### config.mk
export PLATFORM = sky130hd
export DESIGN_NAME = tipi_sreg_bridge
export DESIGN_NICKNAME = d
export VERILOG_FILES = /design/src/rtl/tipi_sreg_bridge.sv
export SDC_FILE = /design/constraint.sdc
export NUM_CORES = 1
export LEC_CHECK = 0
export CORE_MARGIN = 3
export CORE_UTILIZATION = 45
export DETAILED_ROUTE_END_ITERATION = 7
export PLACE_DENSITY_LB_ADDON = 0.08
export SLEW_MARGIN = 20
export SYNTH_ARGS = -nofsm -noshare
export SYNTH_HDL_FRONTEND = slang
export SYNTH_SLANG_ARGS = --single-unit
export TNS_END_PERCENT = 5
### constraint.sdc
create_clock -name clk -period 2.2 [get_ports clk]
set_input_delay 0.33 -clock clk [delete_from_list [all_inputs] [get_ports clk]]
set_output_delay 0.33 -clock clk [all_outputs]
set_load 0.01 [all_outputs]
### src/rtl/tipi_sreg_bridge.sv
// tipi_sreg_bridge: TI <-> RPi framed shift-register exchange, single clk domain.
// Ports: clk/reset (async high); ti_wr/ti_wsel/ti_wdata write TI-origin regs;
//   ti_rsel/ti_rdata registered read of either bank; r_clk/r_le/r_rt/r_sel/r_dout
//   async RPi pins (synchronised); r_din serial to RPi; ti_pend, busy, frame_err.
// Optional: define TIPI_RX_PARITY_EN to drive the parity of the last committed
//   RX word on r_din while idle.
module tipi_sreg_bridge #(
  parameter int WIDTH = 8,
  parameter int NCH = 2,
  parameter int SYNC_STAGES = 2,
  localparam int IW = (NCH > 1) ? $clog2(NCH) : 1
) (
  input  logic             clk,
  input  logic             reset,
  input  logic             ti_wr,
  input  logic [IW-1:0]    ti_wsel,
  input  logic [WIDTH-1:0] ti_wdata,
  input  logic [IW:0]      ti_rsel,
  output logic [WIDTH-1:0] ti_rdata,
  input  logic             r_clk,
  input  logic             r_le,
  input  logic             r_rt,
  input  logic [IW-1:0]    r_sel,
  input  logic             r_dout,
  output logic             r_din,
  output logic [NCH-1:0]   ti_pend,
  output logic             busy,
  output logic             frame_err
);

  localparam int CW = $clog2(WIDTH + 2);

  typedef enum logic [1:0] {
    IDLE,
    TX,
    RX
  } state_t;

  state_t           state;
  logic [WIDTH-1:0] treg [NCH];
  logic [WIDTH-1:0] rreg [NCH];
  logic [WIDTH-1:0] shreg;
  logic [CW-1:0]    cnt;

  logic [SYNC_STAGES-1:0] clk_sy;
  logic [SYNC_STAGES-1:0] le_sy;
  logic [SYNC_STAGES-1:0] rt_sy;
  logic [SYNC_STAGES-1:0] dout_sy;
  logic [IW-1:0]          sel_sy [SYNC_STAGES];
  logic                   clk_q;
  logic                   le_q;

  always_ff @(posedge clk or posedge reset) begin
    if (reset) begin
      clk_sy  <= '0;
      le_sy   <= '0;
      rt_sy   <= '0;
      dout_sy <= '0;
      for (int i = 0; i < SYNC_STAGES; i++)
        sel_sy[i] <= '0;
      clk_q <= 1'b0;
      le_q  <= 1'b0;
    end else begin
      clk_sy  <= {clk_sy[SYNC_STAGES-2:0], r_clk};
      le_sy   <= {le_sy[SYNC_STAGES-2:0], r_le};
      rt_sy   <= {rt_sy[SYNC_STAGES-2:0], r_rt};
      dout_sy <= {dout_sy[SYNC_STAGES-2:0], r_dout};
      sel_sy[0] <= r_sel;
      for (int i = 1; i < SYNC_STAGES; i++)
        sel_sy[i] <= sel_sy[i-1];
      clk_q <= clk_sy[SYNC_STAGES-1];
      le_q  <= le_sy[SYNC_STAGES-1];
    end
  end

  logic          clk_s;
  logic          le_s;
  logic          rt_s;
  logic          dout_s;
  logic [IW-1:0] sel_s;
  logic          clk_rise;
  logic          le_rise;
  logic          sel_ok;
  logic          wsel_ok;

  assign clk_s    = clk_sy[SYNC_STAGES-1];
  assign le_s     = le_sy[SYNC_STAGES-1];
  assign rt_s     = rt_sy[SYNC_STAGES-1];
  assign dout_s   = dout_sy[SYNC_STAGES-1];
  assign sel_s    = sel_sy[SYNC_STAGES-1];
  assign clk_rise = clk_s & ~clk_q;
  assign le_rise  = le_s & ~le_q;
  assign sel_ok   = int'(sel_s) < NCH;
  assign wsel_ok  = int'(ti_wsel) < NCH;

  logic [WIDTH-1:0] tx_word;
  logic             load;
  logic             commit;
  logic             good;
  logic             bad;

  assign tx_word = sel_ok ? treg[sel_s] : '0;
  // le takes priority over a same-cycle r_clk edge
  assign load    = le_rise &&
                   ((state == IDLE && rt_s) || state == TX);
  assign commit  = le_rise && state == RX;
  assign good    = commit && cnt == CW'(WIDTH) && sel_ok;
  assign bad     = (commit && !good) ||
                   (le_rise && state == IDLE && !rt_s && cnt == '0);

  logic idle_din;
  logic commit_din;

`ifdef TIPI_RX_PARITY_EN
  logic par_bit;

  always_ff @(posedge clk or posedge reset) begin
    if (reset)
      par_bit <= 1'b0;
    else if (good)
      par_bit <= ^shreg;
    else if (bad)
      par_bit <= 1'b0;
  end

  assign idle_din   = par_bit;
  assign commit_din = ^shreg;
`else
  assign idle_din   = 1'b0;
  assign commit_din = 1'b0;
`endif

  logic [WIDTH-1:0] rd_word;

  always_comb begin
    rd_word = '0;
    if (int'(ti_rsel[IW-1:0]) < NCH)
      rd_word = ti_rsel[IW] ? treg[ti_rsel[IW-1:0]]
                            : rreg[ti_rsel[IW-1:0]];
  end

  always_ff @(posedge clk or posedge reset) begin
    if (reset) begin
      state     <= IDLE;
      shreg     <= '0;
      cnt       <= '0;
      ti_rdata  <= '0;
      r_din     <= 1'b0;
      ti_pend   <= '0;
      busy      <= 1'b0;
      frame_err <= 1'b0;
      for (int i = 0; i < NCH; i++) begin
        treg[i] <= '0;
        rreg[i] <= '0;
      end
    end else begin
      ti_rdata <= rd_word;
      if (load) begin
        state <= TX;
        busy  <= 1'b1;
        shreg <= tx_word;
        cnt   <= '0;
        r_din <= tx_word[WIDTH-1];
        if (sel_ok)
          ti_pend[sel_s] <= 1'b0;
      end else begin
        unique case (state)
          IDLE: begin
            if (bad) begin
              frame_err <= 1'b1;
              r_din     <= 1'b0;
            end else if (!le_rise && clk_rise && !rt_s) begin
              state <= RX;
              busy  <= 1'b1;
              shreg <= {shreg[WIDTH-2:0], dout_s};
              cnt   <= CW'(1);
              r_din <= 1'b0;
            end
          end
          TX: begin
            if (clk_rise) begin
              shreg <= {shreg[WIDTH-2:0], 1'b0};
              cnt   <= cnt + 1'b1;
              if (cnt == CW'(WIDTH - 1)) begin
                state <= IDLE;
                busy  <= 1'b0;
                r_din <= idle_din;
              end else begin
                r_din <= shreg[WIDTH-2];
              end
            end
          end
          RX: begin
            if (commit) begin
              state <= IDLE;
              busy  <= 1'b0;
              cnt   <= '0;
              if (good) begin
                rreg[sel_s] <= shreg;
                frame_err   <= 1'b0;
                r_din       <= commit_din;
              end else begin
                frame_err <= 1'b1;
                r_din     <= 1'b0;
              end
            end else if (clk_rise) begin
              shreg <= {shreg[WIDTH-2:0], dout_s};
              if (cnt != CW'(WIDTH + 1))
                cnt <= cnt + 1'b1;
            end
          end
          default: begin
            state <= IDLE;
            busy  <= 1'b0;
          end
        endcase
      end
      // A TI write lands after any same-cycle load, so its pending bit wins
      if (ti_wr && wsel_ok) begin
        treg[ti_wsel]    <= ti_wdata;
        ti_pend[ti_wsel] <= 1'b1;
      end
    end
  end

endmodule

==> impl_results.md <==
* Register Area at 0.001777 mm2
* Setup TNS at 0 ns
* DIE AREA at 0.008124 mm2
* Commonest cells after routing, fill and taps aside: 71 x dfrtp_1, 41 x mux2_2, 31 x clkdlybuf4s50_1
* Commonest non-fill, non-tap cell in the layout: dfrtp_1
* Maximum fanout along the worst path at 8
* Final hold vios at 0
* Post-CTS Hold Fix Bufs at 0
* Hold Path Class: primary input to asynchronous set/reset pin
* Io pins at 32
* Largest net degree at the start of global routing at 58
* Area of the multi-input gates at 0.001345 mm2
* Vias after detailed routing at 1979
* EDFF count, synth at 0
* Share of the synthesized area in the top cell type at 55.77%
* Post-CTS Setup Repair Bufs at 0
* Global route total overflow at 0
* Die H at 90.14 um
* 1st-iter DRT viols at 90
* Fillers at 588
* Share of the clock period used by the worst path at 91.86%
* Tot GR Track Use at 16.04%
* Mapped Nets at 261
* Skew-Pair Late Insertion Delay at 0.34 ns
* Ant diodes at 0
* Most common flop cell mapped by yosys: dfrtp_1
* Total power draw at 4.100 mW
* Synth top area cells: dfrtp_1 56%, mux2_2 14%, mux4_2 5.7%
* CTS tree: built
* Pre-antenna DRT Iters at 4
* Antenna viol nets, final at 0
* Kind of critical path: flop to flop
* Die width at 90.14 um
* Placer's final routability congestion estimate at 0.8640
* Max Cap Viol at 0
* Layout area overhead at 22.35%
* Final min period at 2.021 ns
* Setup crit end kind: flop
* Clk sinks at 71
* Post-DR wirelength/cell at 15.82 um
* IO Port Bufs at 31
* Clock Skews at 0.007670 ns
* Count of cell types in the netlist at 38
* Starting Density at 46.63%
* Cts repair resizes at 0
* First-pass GRT wire length at 10.14 mm
* Async set-or-reset flop fraction in the synthesized netlist at 100.0%
* CP Launch Type: flop
* Worst slew pin tran at 0.6652 ns
* Number of H-tree levels at 3
* R2r setup slk at 0.18 ns
* Slew HR at 55.65%
* Layout cell share with drive strength beyond 1 at 31.01%
* Clk slew on worst S/H paths at 0.07 ns
* Final worst slack at 0.1791 ns
* Sequential element share of the synthesized area at 55.77%
* CTS buffer count at 9
* Fmax at 0.4948 GHz
* Max Slew Vio Count at 0
* Post-Route WL at 6.059 mm
* Critical path required time at 2.43 ns
* CTS root buf: clkbuf_8
* Synth Warn # at 0
* Initial antenna violation count at 0
* Synth Instances at 235
* Core area at 0.006832 mm2
* # setup viols final at 0
* CTS max path bufs at 2
* Pwr Density at 1052 mW/mm2
* Avg Cell Area, Syn at 13.56 um2
* FF+latch count, synth at 71
* Critical Path AT at 2.25 ns
* Vias per cell at 5.167
* Cell accounting for the most synthesized area: dfrtp_1
* Vias in the first global route at 1950
* Pre-CTS setup slack at 0.1668 ns
* Worst VDD drop at 0.4960 mV
* Unrepaired setup endpoints after global routing: false
* Mapped Area at 0.003186 mm2
* Net count, final at 308
* Row count at 30
* LEAKAGE at 1.744 nW
* Detail Placement HPWL at 4.108 mm
* Status: completed
* DRC Markers at 0
layer usage:
metal	share of wire, %	global-route usage (%)	wire length, um	vias to the layer above
met5	0	0	0	-
met4	2.0	7.270	122	0
met3	3.1	3.264	186	10
met2	43	22.15	2598	36
met1	52	24.27	3152	991
li1	-	-	-	942
synth_stat cells, drive strengths merged (3+ instances only):
cell and n:
mux2 41, nand2 19, nand3 4, nand2b 4
a21oi 6, nand3b 3, clkbuf 5, ha 7
nor2 8, o21ai 17, dfrtp 71, mux2i 10
nor2b 4, mux4 8, inv 8
flip-flops by register name, indices dropped and copies added (netlist names), 4 cells and up:
name / flops
shreg: 8
cnt: 4
ti_rdata: 8
rreg: 16
treg: 16
power breakdown:
group          leakage, nW  total [mW]  internal [mW]  switching, mW
Clock                0.104        1.14          0.642          0.494
Combinational        0.755        1.28          0.656          0.621
Sequential           0.885        1.69           1.52          0.167
kinds of logic after synthesis:
kind of cell,after synthesis,share of synthesized area (%)
buf+inv,15,2.003
mux,59,23.29
flops,71,55.77
fa+ha+maj,7,2.749
compound gates,35,8.012
simple gates,48,8.170
per-stage QoR:
step | area [um2] | utilization [%] | instances | hold WS, ns
2_1_floorplan | 3186 | - | 235 | 0.3312
3_3_place_gp | 3685 | 53.94 | 367 | 0.3326
3_5_place_dp | 3685 | 53.94 | 367 | 0.3347
4_1_cts | 3897 | 57.05 | 383 | 0.2706
5_1_grt | 3897 | 57.05 | 383 | 0.2900
6_report | 3897 | 57.05 | 383 | 0.2604
critical path: stages (launching register included):
cell	delay (ns)
dfrtp_1	0.40
inv_1	0.11
ha_1	0.28
a21o_4	0.14
and2_4	0.20
nor2_1	0.09
nor2_4	0.31
mux2_2	0.38
worst paths after layout:
kind	start	endpoint	cells past startpoint
max	state[1]	shreg[1]	7
min	reset	clk_sy[0]	2
max reg2reg	state[1]	shreg[1]	7
min reg2reg	le_sy[0]	le_sy[1]	0
max in group asynchronous	reset	ti_rdata[6]	3
min in group clk	le_sy[0]	le_sy[1]	0
area by class of cell:
| class | count | area share, % |
|---|---|---|
| clock buffers | 11 | 3.371 |
| clock inverters | 5 | 2.087 |
| inverters | 8 | 0.7705 |
| multi-input cells | 149 | 34.51 |
| flip-flops and latches | 71 | 45.59 |
| well taps | 96 | 3.082 |
| repair buffers | 43 | 10.59 |
No activity file was read; power rests on OpenSTA's default activity.
